### src/rtl/io_bank_pkg.sv
// Shared definitions for the staggered embedded-IO bank: FSM states and the
// positions of the per-channel configuration bits within a channel's chain segment.
package io_bank_pkg;

  typedef enum logic [1:0] {
    ISOL    = 2'd0,
    RELEASE = 2'd1,
    ACTIVE  = 2'd2
  } bank_state_t;

  localparam int CFG_DIR_BIT = 0;
  localparam int CFG_INV_BIT = 1;

endpackage

### src/rtl/io_bank_channel.sv
// One pad channel: gates pad direction, core->pad data and pad->core data
// behind the channel's release enable and its two configuration bits.
module io_bank_channel
  import io_bank_pkg::*;
(
  input  logic       en,
  input  logic [1:0] cfg,
  input  logic       soc_in,
  input  logic       outpad,
  output logic       dir,
  output logic       out,
  output logic       inpad
);

  logic dir_cfg;
  logic inv_cfg;

  assign dir_cfg = cfg[CFG_DIR_BIT];
  assign inv_cfg = cfg[CFG_INV_BIT];

  // A channel that is not yet released keeps its output driver off.
  assign dir   = ~en | dir_cfg;
  assign out   = en & ~dir_cfg & outpad;
  assign inpad = en & dir_cfg & (soc_in ^ inv_cfg);

endmodule

### src/rtl/grid_io_bank_staggered.sv
// Embedded-IO bank with its own config-chain segment and a staggered release
// from isolation, one channel every STAGGER cycles.
module grid_io_bank_staggered
  import io_bank_pkg::*;
#(
  parameter int NUM_IO   = 8,
  parameter int STAGGER  = 4,
  parameter int CFG_BITS = 2
) (
  input  logic              prog_clk,
  input  logic              pReset_N,
  input  logic              IO_ISOL_N,
  input  logic              ccff_en,
  input  logic              ccff_head,
  output logic              ccff_tail,
  output logic              cfg_loaded,
  output logic              release_done,
  input  logic [NUM_IO-1:0] gfpga_pad_EMBEDDED_IO_HD_SOC_IN,
  output logic [NUM_IO-1:0] gfpga_pad_EMBEDDED_IO_HD_SOC_OUT,
  output logic [NUM_IO-1:0] gfpga_pad_EMBEDDED_IO_HD_SOC_DIR,
  input  logic [NUM_IO-1:0] io_outpad,
  output logic [NUM_IO-1:0] io_inpad
);

  localparam int CHAIN_LEN = NUM_IO * CFG_BITS;
  localparam int SHIFT_W   = $clog2(CHAIN_LEN + 2);
  localparam int REL_W     = $clog2(NUM_IO * STAGGER + 1);

  logic [CHAIN_LEN-1:0] chain;
  logic [SHIFT_W-1:0]   shift_cnt;
  logic [NUM_IO-1:0]    en_mask;
  logic [REL_W-1:0]     rel_cnt;
  bank_state_t          state;

  // shift_cnt sticks one past a full load so any over-shift is remembered until reset.
  always_ff @(posedge prog_clk) begin
    if (!pReset_N) begin
      chain     <= '0;
      shift_cnt <= '0;
    end else if (ccff_en) begin
      chain <= {chain[CHAIN_LEN-2:0], ccff_head};
      if (shift_cnt != SHIFT_W'(CHAIN_LEN + 1))
        shift_cnt <= shift_cnt + SHIFT_W'(1);
    end
  end

  assign ccff_tail    = chain[CHAIN_LEN-1];
  assign cfg_loaded   = (shift_cnt == SHIFT_W'(CHAIN_LEN));
  assign release_done = (state == ACTIVE);

  always_ff @(posedge prog_clk) begin
    if (!pReset_N) begin
      state   <= ISOL;
      en_mask <= '0;
      rel_cnt <= '0;
    end else if (!IO_ISOL_N || ccff_en) begin
      state   <= ISOL;
      en_mask <= '0;
      rel_cnt <= '0;
    end else begin
      case (state)
        ISOL: begin
          en_mask <= '0;
          rel_cnt <= '0;
          if (cfg_loaded)
            state <= RELEASE;
        end
        RELEASE: begin
          rel_cnt <= rel_cnt + REL_W'(1);
          for (int k = 0; k < NUM_IO; k++) begin
            if (rel_cnt == REL_W'(k * STAGGER))
              en_mask[k] <= 1'b1;
          end
          if (rel_cnt == REL_W'((NUM_IO - 1) * STAGGER))
            state <= ACTIVE;
        end
        ACTIVE: begin
          state <= ACTIVE;
        end
        default: begin
          state   <= ISOL;
          en_mask <= '0;
          rel_cnt <= '0;
        end
      endcase
    end
  end

  for (genvar ch = 0; ch < NUM_IO; ch++) begin : g_ch
    io_bank_channel u_channel (
      .en     (en_mask[ch]),
      .cfg    (chain[ch*CFG_BITS +: 2]),
      .soc_in (gfpga_pad_EMBEDDED_IO_HD_SOC_IN[ch]),
      .outpad (io_outpad[ch]),
      .dir    (gfpga_pad_EMBEDDED_IO_HD_SOC_DIR[ch]),
      .out    (gfpga_pad_EMBEDDED_IO_HD_SOC_OUT[ch]),
      .inpad  (io_inpad[ch])
    );
  end

endmodule

### config.mk
export PLATFORM = sky130hd
export DESIGN_NAME = grid_io_bank_staggered
export DESIGN_NICKNAME = d
export VERILOG_FILES = /design/src/rtl/io_bank_pkg.sv /design/src/rtl/io_bank_channel.sv /design/src/rtl/grid_io_bank_staggered.sv
export SDC_FILE = /design/constraint.sdc
export NUM_CORES = 1
export LEC_CHECK = 0
export BUFFER_PORTS_ARGS = -buffer_cell sky130_fd_sc_hd__buf_2
export CAP_MARGIN = 15
export CORE_MARGIN = 8
export CORE_UTILIZATION = 40
export CTS_BUF_LIST = sky130_fd_sc_hd__clkbuf_16
export DETAILED_ROUTE_END_ITERATION = 16
export HOLD_SLACK_MARGIN = 0.03
export PLACE_DENSITY_LB_ADDON = 0.2
export SYNTH_ARGS = -nofsm -noshare
export SYNTH_HDL_FRONTEND = slang
export SYNTH_SLANG_ARGS = --single-unit
### constraint.sdc
create_clock -name prog_clk -period 1.39 [get_ports prog_clk]
set_clock_uncertainty 0.2 [all_clocks]
set_input_delay 0.0695 -clock prog_clk [delete_from_list [all_inputs] [get_ports prog_clk]]
set_output_delay 0.0695 -clock prog_clk [all_outputs]
set_load 0.05 [all_outputs]
==> run_results.csv, run 1 <==
group,metric,value,unit
logic_synthesis,syn_area_per_cell,8.88,um^2
flow_run,cap_violations,0,
layout,multi_input_area,0.00115,mm^2
outcome,outcome,"finished, violations left",
timing,grt_setup_unrepaired,"true",
routing,first_pass_iters,4,
logic_synthesis,ys_seq_area_share,36.1,%
critical_path,worst_setup_path_start_kind,"flop",
logic_synthesis,synth_ff_type,"dfxtp_1",
logic_synthesis,syn_nets,260,
routing,postRouteAntennaNets,0,
global_routing,gr-total-overflow,0,
timing,slew_viol_final,0,
power_and_ir_drop,p_leak,1.20,nW
critical_path,critical_path_class,"reg -> out",
clock_tree,clockBufferDepth,2,
layout,fin_util,54.4,%
floorplan,num_rows,26,
logic_synthesis,yosys.area.top_type,"dfxtp_1",
clock_tree,htreeDepth,2,
timing,setup_violations,2,
floorplan,die_width,87.6,um
logic_synthesis,yosysMostFrequentCell,"dfxtp_1",
floorplan,core_area,0.00504,mm^2
timing,hold_viol_final,0,
layout,antenna-diode-count,0,
logic_synthesis,synth_cells,231,
logic_synthesis,async_flop_share,0,%
clock_tree,cts_tree,"done",
timing,final.min_clock_period,1.48,ns
timing,tightest_slew,0.304,ns
layout,fillCellCount,460,
clock_tree,clkTransAtPathRegs,0.05,ns
routing,drcViolationCount,0,
floorplan,start_util,40.7,%
layout,finalInstanceArea,0.00275,mm^2
power_and_ir_drop,clkPwrFrac,46.7,%
global_routing,antenna_found_initial,0,
critical_path,cp.required,1.12,ns
timing,post-route-period-util,107,%
placement,io_buffer_count,47,
clock_tree,cts_buffers,5,
logic_synthesis,synth_top_area_share,36.1,%
power_and_ir_drop,combPwrFrac,6.7,%
layout,area_growth,33.9,%
clock_tree,clock-root-buffer,"clkbuf_16",
placement,hpwl,2890,um
placement,place_area,0.00225,mm^2
power_and_ir_drop,power_density,842,mW/mm^2
power_and_ir_drop,total_power,2.31,mW
placement,routabilityCongestion,0.765,
global_routing,groute.usage.overall,10.4,%
logic_synthesis,synth_edf_count,0,
global_routing,grt_pass1_wl,6350,um
critical_path,cp.arrival,1.21,ns
timing,fmax,675,MHz
logic_synthesis,yosysUniqueCellTypes,34,
critical_path,setup.worst_path.start,"shift_cnt[0]",
floorplan,die_h,87.6,um
routing,wl_per_cell,11.9,um
critical_path,path_max_fanout,4,
hold_path,hp-start,"io_outpad[6]",
layout,drive_gt1_share,42.9,%
logic_synthesis,synth_area_leaders,"dfxtp_1 36%, buf_4 10%, mux2i_1 8.3%",
layout,nNetsFinal,303,
outcome,violations,"setup timing",
placement,post-place-ws,-0.0562,ns
layout,area.sequential,764,um^2
clock_tree,cts.sinks,37,
routing,totalWireLength,4090,um
power_and_ir_drop,switching_share,21.6,%
power_and_ir_drop,ir_worst_vdd,0.597,mV
critical_path,worstReg2RegStart,"shift_cnt[0]",
routing,vias,1555,
floorplan,dieArea,0.00767,mm^2
power_and_ir_drop,p_int,1.81,mW
critical_path,cp-end-kind,"output pin",
global_routing,grt_pass1_vias,1420,
power_and_ir_drop,p_seq_share,46.7,%
hold_path,hold_path_class,"in -> out",
logic_synthesis,ys_warn_count,0,
global_routing,grt_max_degree,22,
clock_tree,insertion_delay,0.28,ns
timing,finalWorstSetupSlack,-0.0919,ns
logic_synthesis,ys_seq_elements,37,
logic_synthesis,synth_area,0.00205,mm^2
routing,via_per_inst,4.51,
power_and_ir_drop,power.switching,500,uW
timing,slew_headroom,79.7,%
logic_synthesis,synth_common_cells,"37 x dfxtp_1, 28 x buf_4, 25 x nor2_1, 17 x mux2i_1, 17 x nor2b_1",
routing,drt_iter0_drc,54,
floorplan,num_io_pins,48,
final cells by class:
cell class	count	area share, %
sequential	37	27.8
inverter	15	2.23
tap	70	3.19
timing repair buffer	69	19.6
multi-input combinational	146	41.9
clock buffer	5	4.56
clock inverter	3	0.638
worst paths after layout:
| check | cells past startpoint | endpoint | slack [ns] |
|---|---|---|---|
| hold / removal | 4 | gfpga_pad_EMBEDDED_IO_HD_SOC_OUT[6] | 0.27 |
| hold reg to reg | 2 | state[1] | 0.28 |
| setup reg to reg | 6 | state[1] | -0.07 |
| setup / recovery | 4 | cfg_loaded | -0.09 |
cells in the final DEF, fill, tap and decap left out, types with 5 or more instances in the layout:
master	n
nand2_1	7
dfxtp_1	22
buf_4	22
nand2b_1	8
and3_1	9
xor2_1	10
nor2_1	19
clkbuf_16	5
ha_4	5
inv_1	11
buf_6	12
a21oi_1	7
xnor2_1	7
buf_2	25
dfxtp_2	13
nor2b_1	17
mux2i_1	17
stage by stage:
| step | std cells | hold WS [ns] | setup TNS (ns) |
|---|---|---|---|
| floorplan | 231 | 0.0202 | -0.742 |
| global placement | 324 | 0.136 | -0.102 |
| detailed placement | 324 | 0.142 | -0.361 |
| CTS | 339 | 0.289 | -0.151 |
| global route | 345 | 0.296 | -0.706 |
| finish | 345 | 0.271 | -0.157 |
power by group through the flow:
stage	registers, mW	clock network [mW]	logic (mW)
6_report	1.08	1.08	0.154
5_1_grt	1.08	1.15	0.171
4_1_cts	1.08	1.11	0.145
3_5_place_dp	1.10	0	0.125
3_3_place_gp	1.10	0	0.124
2_1_floorplan	1.10	0	0.0784
worst max-delay path, cell delays in order (launching register included):
cell and delay, ns:
dfxtp_4 0.36, inv_4 0.06, ha_4 0.12, and4bb_4 0.25
buf_8 0.15
flip-flops by register name, summed over array words and instances (netlist names):
register	count
shift_cnt	5
state	2
chain	16
en_mask	8
rel_cnt	6
layer usage:
layer	vias to the layer above	part of all wire, %	GRT usage [%]
met4	0	1.2	3.75
met1	709	44	11.8
met2	30	49	17.8
met5	-	0	0
li1	811	-	-
met3	5	6.0	3.28
kinds of logic (layout without fill, tap and decap cells):
| kind of cell | after synthesis | after routing | synth area share, % |
|---|---|---|---|
| mux | 17 | 17 | 8.30 |
| flops | 37 | 37 | 36.1 |
| buf+inv | 48 | 92 | 14.4 |
| simple gates | 88 | 88 | 24.5 |
| fa+ha+maj | 8 | 8 | 4.88 |
| xor+xnor | 17 | 17 | 7.26 |
| compound gates | 16 | 16 | 4.52 |
timing repair:
action | in CTS | in global routing
pin swaps | 1 | 12
gates resized for setup | 35 | 47
hold buffers | 4 | 0
endpoints found under the hold margin | 5 | 0
endpoints found under the setup margin | 28 | 47
setup buffers | 3 | 6
Power figures use the tool's default switching activity.
==> run 2: changes to the inputs <==
- clock period: 1.39 -> 1.4 ns (I/O delays scaled with it)
==> run 2 against run 1 <==
Compared with the run above:
- the run still ends with setup timing left
- sequential power about the same
- wire length did not move
- non-clock buffer count decreased by 1
- combinational power about the same
- die area unchanged
- global-route usage increased by 0.057 points
- critical path depth is the same
- utilization down 0.99 points
- cell area is 1.8% lower
- hold slack worse by 0.25 ns
- sequential share of layout area is 0.52 points higher
- via count decreased by 2.7%
- critical path type unchanged
- critical endpoint unchanged
- highest routed layer unchanged
==> run_results.csv, run 2 (synthesis results as in run 1) <==
group,metric,value,unit
power_and_ir_drop,p_leak,1.18,nW
power_and_ir_drop,power.switching,479,uW
routing,wl_per_cell,11.9,um
clock_tree,cts.sinks,37,
floorplan,die_h,87.6,um
timing,finalWorstSetupSlack,-0.0671,ns
placement,io_buffer_count,47,
timing,post-route-period-util,105,%
hold_path,min_to,"rel_cnt[1]",
power_and_ir_drop,switching_share,21.1,%
timing,hold_viol_final,0,
timing,slew_headroom,78.8,%
floorplan,num_rows,26,
clock_tree,cts_tree,"done",
floorplan,core_area,0.00504,mm^2
power_and_ir_drop,p_seq_share,47.2,%
routing,vias,1513,
floorplan,num_io_pins,48,
routing,via_per_inst,4.40,
critical_path,crit_path_max_incr_delay,0.36,ns
clock_tree,clockBufferDepth,2,
critical_path,r2r_end,"state[1]",
power_and_ir_drop,combPwrFrac,6.7,%
hold_path,hp-start,"ccff_en",
clock_tree,insertion_delay,0.28,ns
global_routing,grt_pass1_vias,1443,
timing,fmax,682,MHz
timing,slew_viol_final,0,
layout,antenna-diode-count,0,
power_and_ir_drop,clkPwrFrac,46.0,%
layout,drive_gt1_share,40.5,%
layout,mostFrequentLayoutCells,"28 x buf_2, 22 x nor2_1, 22 x dfxtp_1, 19 x buf_4",
global_routing,antenna_found_initial,0,
critical_path,cp.required,1.13,ns
timing,final.min_clock_period,1.47,ns
routing,postRouteAntennaNets,0,
critical_path,worstReg2RegStart,"shift_cnt[0]",
timing,tightest_slew,0.318,ns
critical_path,cp.arrival,1.20,ns
clock_tree,cts_buffers,5,
critical_path,cp-end-kind,"output pin",
placement,routabilityCongestion,0.750,
routing,drcViolationCount,0,
clock_tree,htreeDepth,2,
critical_path,slowest_stage,"dfxtp_4",
critical_path,r2r_slack,-0.05,ns
critical_path,cp_top_family,"flip-flops",
power_and_ir_drop,ir_worst_vdd,0.463,mV
critical_path,path_max_fanout,3,
layout,area_growth,31.4,%
timing,whs,0.0172,ns
outcome,violations,"setup timing",
clock_tree,clkTransAtPathRegs,0.05,ns
global_routing,grt_max_degree,22,
placement,hpwl,2870,um
power_and_ir_drop,p_int,1.79,mW
hold_path,holdPathStages,2,
flow_run,cap_violations,0,
floorplan,start_util,40.7,%
hold_path,hold_path_class,"in -> reg",
critical_path,critical_path_class,"reg -> out",
critical_path,reg2reg_depth,6,
layout,final_common_cell,"buf_2",
timing,grt_setup_unrepaired,"true",
power_and_ir_drop,power_density,842,mW/mm^2
routing,drt_iter0_drc,54,
global_routing,gr-total-overflow,0,
critical_path,path_cells,"inv_4 -> ha_4 -> and4bb_4 -> buf_8",
power_and_ir_drop,total_power,2.27,mW
timing,setup_violations,2,
critical_path,critPathBufInv,2,
routing,first_pass_iters,4,
layout,nNetsFinal,302,
placement,post-place-ws,-0.0380,ns
global_routing,grt_pass1_wl,6350,um
critical_path,worst_setup_path_start_kind,"flop",
routing,totalWireLength,4090,um
layout,largest_reg_flops,16,
layout,reg_top3,"chain x16, en_mask x8, rel_cnt x6",
global_routing,groute.usage.overall,10.5,%
clock_tree,clock-root-buffer,"clkbuf_16",
outcome,outcome,"finished, violations left",
floorplan,die_width,87.6,um
layout,largest-register,"chain",
floorplan,dieArea,0.00767,mm^2
run 2: cell count changes in the layout (fill, tap and decap cells not counted), moves of 2 or more:
cell and delta:
buf_4 -3, buf_2 +3, a21oi_2 -2, nor2_2 -2, nor2_1 +3, a21oi_1 +2
run 2: cell type report:
class                      instances  area, um^2
clock inverter                     3        12.5
clock buffer                       5         125
tap                               70        87.6
sequential                        37         764
multi-input combinational        146        1120
inverter                          15        61.3
timing repair buffer              68         519
fill                             471        2350
run 2: per-stage QoR:
step / utilization, % / cell area [um^2] / TNS, ns / cells
final: 53.4 / 2700 / -0.119 / 344
after global placement: 44.6 / 2250 / -0.0486 / 324
after CTS: 50.5 / 2550 / -0.111 / 338
after detailed placement: 44.6 / 2250 / -0.157 / 324
after global routing: 53.4 / 2700 / -0.386 / 344
after floorplan: - / 2090 / -0.625 / 231
run 2: timing repair:
item	in CTS	in global routing
hold buffers	4	0
resized for setup	34	41
gates cloned	0	0
pin swaps	1	14
hold endpoints to repair	5	0
setup endpoints to repair	25	36
setup buffers	2	6
run 2: worst register-to-register path, stage by stage, from the launching register on:
cell and delay [ns]:
dfxtp_4 0.37, inv_4 0.04, ha_4 0.14, and4bb_4 0.20
buf_4 0.14, o21ai_2 0.11, mux2i_1 0.18
run 2: per-layer routing:
metal,up-vias,wire (um),track usage [%]
met5,-,0,0
met4,0,61,4.22
met3,6,251,4.03
met2,30,2040,18.7
met1,673,1740,10.7
li1,804,-,-
run 2: worst max-delay path by stage:
stage | start | to | slack (ns) | depth (start not counted)
detailed placement | rel_cnt[1] | state[0] | -0.04 | 6
CTS | shift_cnt[0] | cfg_loaded | -0.07 | 4
finish | shift_cnt[0] | cfg_loaded | -0.07 | 4
global route | shift_cnt[1] | cfg_loaded | -0.11 | 4
floorplan | state[0] | rel_cnt[4] | -0.07 | 7
global placement | state[0] | en_mask[6] | -0.01 | 6
run 2: power groups by stage:
| stage | clock network (mW) | registers, mW | logic (mW) |
|---|---|---|---|
| global route | 1.11 | 1.07 | 0.169 |
| detailed placement | 0 | 1.10 | 0.125 |
| finish | 1.04 | 1.07 | 0.153 |
| CTS | 1.08 | 1.07 | 0.147 |
| global placement | 0 | 1.10 | 0.122 |
| floorplan | 0 | 1.09 | 0.0770 |
